$ cat config.mk
export PLATFORM = sky130hd
export DESIGN_NAME = i2s_tdm_rx
export DESIGN_NICKNAME = d
export VERILOG_FILES = /design/src/rtl/i2s_tdm_rx.sv
export SDC_FILE = /design/constraint.sdc
export NUM_CORES = 1
export LEC_CHECK = 0
export ABC_AREA = 1
export BUFFER_PORTS_ARGS = -buffer_cell sky130_fd_sc_hd__buf_4
export CAP_MARGIN = 20
export CORE_MARGIN = 4
export CORE_UTILIZATION = 48
export CTS_CLUSTER_SIZE = 10
export DETAILED_ROUTE_END_ITERATION = 10
export PLACE_DENSITY = 0.66
export SYNTH_ARGS = -nofsm -noshare
export SYNTH_HDL_FRONTEND = slang
export SYNTH_SLANG_ARGS = --single-unit
$ cat constraint.sdc
create_clock -name sck -period 5.5 [get_ports sck]
set_input_delay 0.825 -clock sck [delete_from_list [all_inputs] [get_ports sck]]
set_output_delay 0.825 -clock sck [all_outputs]
set_load 0.03 [all_outputs]
$ cat src/rtl/i2s_tdm_rx.sv
// I2S/TDM serial-audio receiver: deserialises NUM_SLOTS slots per ws frame into 32-bit words
// and queues them with channel tags in a fall-through FIFO. Optional macro: I2S_RX_SIGN_EXT_EN.
module i2s_tdm_rx #(
    parameter int unsigned NUM_SLOTS  = 2,
    parameter int unsigned SLOT_W     = 32,
    parameter int unsigned SAMPLE_W   = 24,
    parameter int unsigned FIFO_DEPTH = 4,
    localparam int unsigned CH_W  = (NUM_SLOTS > 1) ? $clog2(NUM_SLOTS) : 1,
    localparam int unsigned LVL_W = $clog2(FIFO_DEPTH) + 1
) (
    input  logic             sck,
    input  logic             rst,
    input  logic             en,
    input  logic             ws,
    input  logic             sd,
    input  logic             out_ready,
    input  logic             flag_clr,
    output logic             out_valid,
    output logic [31:0]      out_data,
    output logic [CH_W-1:0]  out_chan,
    output logic [LVL_W-1:0] fifo_level,
    output logic             ovf,
    output logic             frame_err
);

    localparam int unsigned FRAME_BITS = NUM_SLOTS * SLOT_W;
    localparam int unsigned CNT_W      = $clog2(FRAME_BITS);
    localparam int unsigned POS_W      = $clog2(SLOT_W);
    localparam int unsigned AW         = $clog2(FIFO_DEPTH);

    typedef enum logic [1:0] {IDLE, SYNC, RUN} state_t;

    state_t              state;
    logic                ws_q;
    logic [CNT_W-1:0]    bit_cnt;
    logic [SAMPLE_W-2:0] shreg;

    logic                fs_c;
    logic                last_c;
    logic                run_c;
    logic                cap_c;
    logic                err_c;
    logic                shift_c;
    logic                push_c;
    logic [POS_W-1:0]    pos_c;
    logic [CH_W-1:0]     slot_c;
    logic [SAMPLE_W-1:0] sample_c;
    logic [31:0]         word_c;

    // Frame position decode; a bit is captured only when fs and the last position coincide or neither occurs.
    always_comb begin
        fs_c     = ws_q & ~ws;
        last_c   = (bit_cnt == CNT_W'(FRAME_BITS - 1));
        pos_c    = bit_cnt[POS_W-1:0];
        slot_c   = CH_W'(bit_cnt[CNT_W-1:POS_W]);
        run_c    = (state == RUN) & en;
        cap_c    = run_c & (fs_c == last_c);
        err_c    = run_c & (fs_c != last_c);
        shift_c  = cap_c & (32'(pos_c) < SAMPLE_W);
        push_c   = cap_c & (32'(pos_c) == SAMPLE_W - 1);
        sample_c = {shreg, sd};
`ifdef I2S_RX_SIGN_EXT_EN
        word_c   = 32'($signed(sample_c));
`else
        word_c   = 32'(sample_c) << (32 - SAMPLE_W);
`endif
    end

    // Frame tracking FSM; a partial word is dropped simply by never reaching its push position.
    always_ff @(posedge sck or posedge rst) begin
        if (rst) begin
            state     <= IDLE;
            ws_q      <= 1'b0;
            bit_cnt   <= '0;
            shreg     <= '0;
            frame_err <= 1'b0;
        end else begin
            ws_q <= ws;
            if (shift_c) begin
                shreg <= sample_c[SAMPLE_W-2:0];
            end
            if (err_c) begin
                frame_err <= 1'b1;
            end else if (flag_clr) begin
                frame_err <= 1'b0;
            end
            if (!en) begin
                state <= IDLE;
            end else begin
                case (state)
                    IDLE: state <= SYNC;
                    SYNC: begin
                        if (fs_c) begin
                            state   <= RUN;
                            bit_cnt <= '0;
                        end
                    end
                    RUN: begin
                        if (fs_c) begin
                            bit_cnt <= '0;
                        end else if (last_c) begin
                            state <= SYNC;
                        end else begin
                            bit_cnt <= bit_cnt + CNT_W'(1);
                        end
                    end
                    default: state <= IDLE;
                endcase
            end
        end
    end

    logic [31:0]     mem_data [FIFO_DEPTH];
    logic [CH_W-1:0] mem_chan [FIFO_DEPTH];
    logic [AW-1:0]   wr_ptr;
    logic [AW-1:0]   rd_ptr;

    logic             pop_c;
    logic             full_c;
    logic             accept_c;
    logic             drop_c;
    logic [LVL_W-1:0] level_nxt_c;
    logic [AW-1:0]    rd_nxt_c;
    logic [31:0]      head_data_c;
    logic [CH_W-1:0]  head_chan_c;

    // FIFO bookkeeping; the head register is preloaded so a word into an empty FIFO falls through.
    always_comb begin
        pop_c       = out_valid & out_ready;
        full_c      = (fifo_level == LVL_W'(FIFO_DEPTH));
        accept_c    = push_c & (~full_c | pop_c);
        drop_c      = push_c & full_c & ~pop_c;
        level_nxt_c = fifo_level + LVL_W'(accept_c) - LVL_W'(pop_c);
        rd_nxt_c    = rd_ptr + AW'(pop_c);
        head_data_c = '0;
        head_chan_c = '0;
        if (level_nxt_c != '0) begin
            if (accept_c && (rd_nxt_c == wr_ptr)) begin
                head_data_c = word_c;
                head_chan_c = slot_c;
            end else begin
                head_data_c = mem_data[rd_nxt_c];
                head_chan_c = mem_chan[rd_nxt_c];
            end
        end
    end

    always_ff @(posedge sck) begin
        if (accept_c) begin
            mem_data[wr_ptr] <= word_c;
            mem_chan[wr_ptr] <= slot_c;
        end
    end

    always_ff @(posedge sck or posedge rst) begin
        if (rst) begin
            wr_ptr     <= '0;
            rd_ptr     <= '0;
            fifo_level <= '0;
            out_valid  <= 1'b0;
            out_data   <= '0;
            out_chan   <= '0;
            ovf        <= 1'b0;
        end else begin
            if (accept_c) begin
                wr_ptr <= wr_ptr + AW'(1);
            end
            rd_ptr     <= rd_nxt_c;
            fifo_level <= level_nxt_c;
            out_valid  <= (level_nxt_c != '0);
            out_data   <= head_data_c;
            out_chan   <= head_chan_c;
            if (drop_c) begin
                ovf <= 1'b1;
            end else if (flag_clr) begin
                ovf <= 1'b0;
            end
        end
    end

endmodule

# Word level (Yosys, flattened, before mapping)
# Memory sizes are Yosys's and may differ from the RTL's.
# Cells that the tools add are included.
# classes
n_addsub,5
magnitude_cmp,1
eq_ne,13
n_mux,18
n_bitwise,14
reduce_logical,8
# ops
op,n
$mux W32,2
$mux W6,3
$ne A3 B3 Y1 const B,4
$pmux W6 S2,1
$and A1 B1 Y1,10
$mux W2,4
$mux W1,7
$add A6 B1 Y6 const B,1
$eq A6 B6 Y1 const B,1
$pmux W2 S3,1
$reduce_bool A2 Y1,3
$eq A5 B5 Y1 const B,1
$lt A5 B5 Y1 const B,1
$reduce_and A4 Y1,1
$add A3 B1 Y3,1
$eq A3 B3 Y1 const B,1
$not A1 Y1,3
$reduce_and A3 Y1,1
$reduce_bool A3 Y1,1
$sub A3 B1 Y3,1
$add A2 B1 Y2,1
$add A2 B1 Y2 const B,1
$eq A2 B1 Y1 const B,1
$eq A2 B2 Y1,1
other kinds (7),7
# totals
register_bits,75
mem_bits_rw,100
inputBits,7
out_inout_bits,39
elab_cells,73
n_memories,2
# memory_table
memory,words,word_bits,rd,rd_clocked_by_memory_dff,wr,line,text
mem_data,4,24,1,0,1,113,logic [31:0] mem_data [FIFO_DEPTH];
mem_chan,4,1,1,0,1,114,logic [CH_W-1:0] mem_chan [FIFO_DEPTH];

# Logic depth before layout (Yosys ltp)
# depth
depth_word,10
mapped_depth,20
ltp_nobuf,19

# Worst setup path before layout
# Ideal clock, no wire load.
# synth_path
path_type,input -> register
startpoint,input ws
endpoint,register out_data[12]
setup_ps,71
arrival_time_ps,3331
required_ps,5429
path_slack_ps,2098
path_stages,17
n_path_buf,1
path_cell_list,nor2_1 inv_1 ha_1 inv_1 nor2_4 nand3_4 ha_1 inv_1 ha_1 fa_1 inv_1 xor2_1 inv_1 nand2_2 buf_2 nand2_1 nor2_1
# synth_via
elab_chain_cells,10
word_cells_on_any_way,12
classes_between,add/sub (2); eq/ne (1); mux (2); bitwise (5); reduce/logical (2)
# synth_rtl
element,line,text
"start, declared",14,"input logic ws,"
$not A1 Y1,52,fs_c = ws_q & ~ws;
$and A1 B1 Y1,52,
$eq A1 B1 Y1,57,cap_c = run_c & (fs_c == last_c);
$and A1 B1 Y1,57,
$and A1 B1 Y1,60,push_c = cap_c & (32'(pos_c) == SAMPLE_W - 1);
$and A1 B1 Y1,131,accept_c = push_c & (~full_c | pop_c);
$add A3 B1 Y3,133,level_nxt_c = fifo_level + LVL_W'(accept_c) - LVL_W'(pop_c);
$sub A3 B1 Y3,133,
via level_nxt_c[2],122,logic [LVL_W-1:0] level_nxt_c;
$reduce_bool A3 Y1,137,if (level_nxt_c != '0) begin
$mux W32,137,
via head_data_c[12],124,logic [31:0] head_data_c;
"end signal, assigned",171,out_data <= head_data_c;
"end, declared",19,"output logic [31:0] out_data,"
# The timed path passes the listed nets, and every way through them passes these cells.
# A chain may end at the register's enable or synchronous reset.

# Worst setup path after layout
# layout_path
startpoint,register bit_cnt[0]
endpoint,register out_data[25]
# layout_via
elab_chain_cells,9
word_cells_on_any_way,12
classes_between,add/sub (2); eq/ne (3); mux (2); bitwise (3); reduce/logical (2)
# layout_rtl
element,line,text
"start, declared",35,logic [CNT_W-1:0] bit_cnt;
"start signal, assigned",104,bit_cnt <= bit_cnt + CNT_W'(1);
$eq A6 B6 Y1,53,last_c = (bit_cnt == CNT_W'(FRAME_BITS - 1));
$eq A1 B1 Y1,57,
$and A1 B1 Y1,57,
$and A1 B1 Y1 *,60,
$and A1 B1 Y1 *,131,
$add A3 B1 Y3 *,133,
$sub A3 B1 Y3 *,133,
via level_nxt_c[2],122,
$reduce_bool A3 Y1 *,137,
$mux W32 *,137,
via head_data_c[25],124,
# Mark *: on every way through the listed nets, which the timed path passes. The rest lies on a longest branch.

==> out/metrics.yaml <==
status: "finished clean"
dp_hpwl_um: 7330
overflow: 0
drc_errors: 0
route.vias.total: 4340
place_area_mm2: 0.00733
synth_area_mm2: 0.00695
viasPerCell: 5.17
ys_warn_count: 0
cp.arrival_ns: 4.10
max-clock-path-buffers: 2
synth_area_leaders: "edfxtp_1, dfrtp_1, o21ai_0"
yosysUniqueCellTypes: 29
p_per_area_mw_per_mm2: 505
postSynthAreaPerCell_um2: 11.3
pre_cts_ws_ns: 1.35
detail-route-antenna-nets: 0
start_util_pct: 49.5
die_area_mm2: 0.0165
area_delta_synth_final_pct: 14.2
htree_levels: 4
clock-sinks: 167
portBuffers: 37
cp-start-kind: "register"
antenna_found_initial: 0
fmax_mhz: 267
hp-class: "primary input to async pin"
cts_root_buf: "clkbuf_16"
track_usage_pct: 17.2
finClkSkew_ns: 0.00574
fin_area_mm2: 0.00793
grt_pass1_wl_um: 21700
slew_headroom_pct: 37.0
fin_crit_sh_pct: 68.1
die-height_um: 128
maxCapViolCount: 0
maxSlewViolCount: 0
p_leak_nw: 3.30
final-hold-violation-count: 0
clk_latency_ns: 0.42
rsz0062_at_grt: "no"
wl_um: 13300
finalSetupViolCount: 0
final.min_clock_period_ns: 3.75
path_clk_slew_ns: 0.06
cts-resized-gates: 0
hold_buffers: 0
worst_pin_slew_ns: 0.943
wl_per_cell_um: 15.8
cts_setup_buffers: 0
ys_ff_latch: 167
synth_cells: 614
grt_max_degree: 51
ys_seq_area_share_pct: 67.4
nets: 663
crit_type: "register to register"
critPathMaxFanout: 26
cts_inserted_buffers: 17
cts_tree: "built"
coreArea_mm2: 0.0140
first_pass_iters: 5
drtIter0Drc: 291
layout_setup_ws_ns: 1.75
fp-row-count: 43
gp_congestion: 0.746
critical_path_required_ns: 5.85
num_antenna_cells: 0
ios: 46
synth_top_area_share_pct: 43.2
die_w_um: 128
grt_pass1_vias: 4293
setup.worst_path.end_class: "register"
yosysTopAreaCell: "edfxtp_1"
fin_setup_tns_ns: 0
ir_worst_vdd_mv: 0.236
drive_above_1_share_pct: 20.8
## flip-flops by register name (all words and copies together), names as in the netlist, 2 cells and up
register,count
bit_cnt,6
fifo_level,3
mem_chan,4
mem_data,96
out_data,24
rd_ptr,2
shreg,23
state,2
wr_ptr,2
## layout make-up
type | instances | area [µm²]
tap | 180 | 225
clock buffer | 18 | 429
fill | 1175 | 6110
clock inverter | 14 | 174
multi-input combinational | 364 | 1910
inverter | 55 | 206
sequential | 167 | 4680
timing repair buffer | 41 | 308
## final timing paths
check / start / slack [ns] / end / cells after the start
worst max-delay path: bit_cnt[0] / 1.75 / out_data[25] / 19
worst min-delay path: rst / 0.46 / ws_q / 2
max in group asynchronous: rst / 4.04 / out_data[16] / 3
worst min register to register: ovf / 0.53 / ovf / 2
min in group sck: ws / 0.52 / ws_q / 1
worst max register to register: bit_cnt[0] / 1.75 / out_data[25] / 19
## cells in the mapped netlist
| cell type | number |
|---|---|
| edfxtp_1 | 100 |
| ha_1 | 9 |
| conb_1 | 1 |
| o22ai_1 | 2 |
| xnor2_1 | 1 |
| nand2_1 | 98 |
| o21ai_0 | 78 |
| buf_6 | 5 |
| nor2_1 | 65 |
| nand2_2 | 2 |
| xor2_1 | 3 |
| or2_2 | 50 |
| inv_1 | 53 |
| inv_2 | 2 |
| a21oi_1 | 6 |
| buf_4 | 9 |
| nor2_8 | 1 |
| fa_1 | 1 |
| nand3b_1 | 1 |
| dfrtp_1 | 67 |
| clkbuf_1 | 17 |
| nor2_4 | 1 |
| nand4_1 | 1 |
| nand3_1 | 9 |
| buf_2 | 4 |
| nor2_2 | 1 |
| nand3_4 | 1 |
| o211ai_1 | 25 |
| nand3_2 | 1 |
## per-layer routing
| metal | share of wire, % | global-route usage [%] | routed length (µm) |
|---|---|---|---|
| met2 | 50 | 28.2 | 6680 |
| met1 | 43 | 21.8 | 5750 |
| met5 | 0 | 0 | 0 |
| met3 | 4.0 | 3.96 | 527 |
| met4 | 2.2 | 7.68 | 295 |
## layout by cell type, fill, tap and decap left out, types with 2 or more instances in the layout
cell,instances
a21oi_1,6
o211ai_1,25
ha_1,9
inv_6,3
buf_4,41
clkbuf_16,17
nand2_2,3
conb_1,8
dfrtp_1,67
nand2_1,97
clkinv_2,3
clkinv_4,4
nor2_4,5
or2_2,50
bufinv_16,3
xor2_1,3
o21ai_0,78
nor2_1,61
o22ai_1,2
edfxtp_1,100
inv_1,51
nand3_1,9
inv_2,3
## kinds of logic (layout without fill, tap and decap cells)
kind of cell / after synthesis / count (layout) / synth area share, %
AOI/OAI and AO/OA: 111 / 111 / 8.93
xor gates and xnor gates: 4 / 4 / 0.504
adders and majority gates: 10 / 10 / 1.91
buffers and inverters: 90 / 128 / 5.96
DFF: 167 / 167 / 67.4
other: 1 / 8 / 0.0540
and+or+nand+nor: 231 / 231 / 15.3
## worst max-delay path, cell delays in order (launching register included)
cell and delay, ns:
dfrtp_1 0.40, ha_1 0.23, nand2_2 0.12, nor2_1 0.06, nand2_1 0.07, inv_1 0.05, ha_1 0.29, inv_1 0.06
nor2_4 0.15, nand3_4 0.22, ha_1 0.36, inv_1 0.04, ha_1 0.18, fa_1 0.36, inv_1 0.07, xor2_1 0.16
inv_1 0.07, nand2_2 0.50, nand2_1 0.16, nor2_1 0.11
## stage by stage
stage / util, % / hold slack [ns] / cells / total power [mW]
3_3_place_gp: 52.2 / 0.516 / 807 / 2.81
2_1_floorplan: - / 0.496 / 621 / 2.48
4_1_cts: 56.5 / 0.476 / 839 / 4.04
6_report: 56.5 / 0.463 / 839 / 4.01
5_1_grt: 56.5 / 0.498 / 839 / 4.27
3_5_place_dp: 52.2 / 0.523 / 807 / 2.84
## report_power, final
part / leakage [nW] / switching [mW] / internal (mW)
clock: 0.295 / 0.481 / 0.718
combinational: 1.17 / 0.825 / 0.471
sequential: 1.84 / 0.0593 / 1.45
Note: power is estimated with default switching activity, not from simulation.
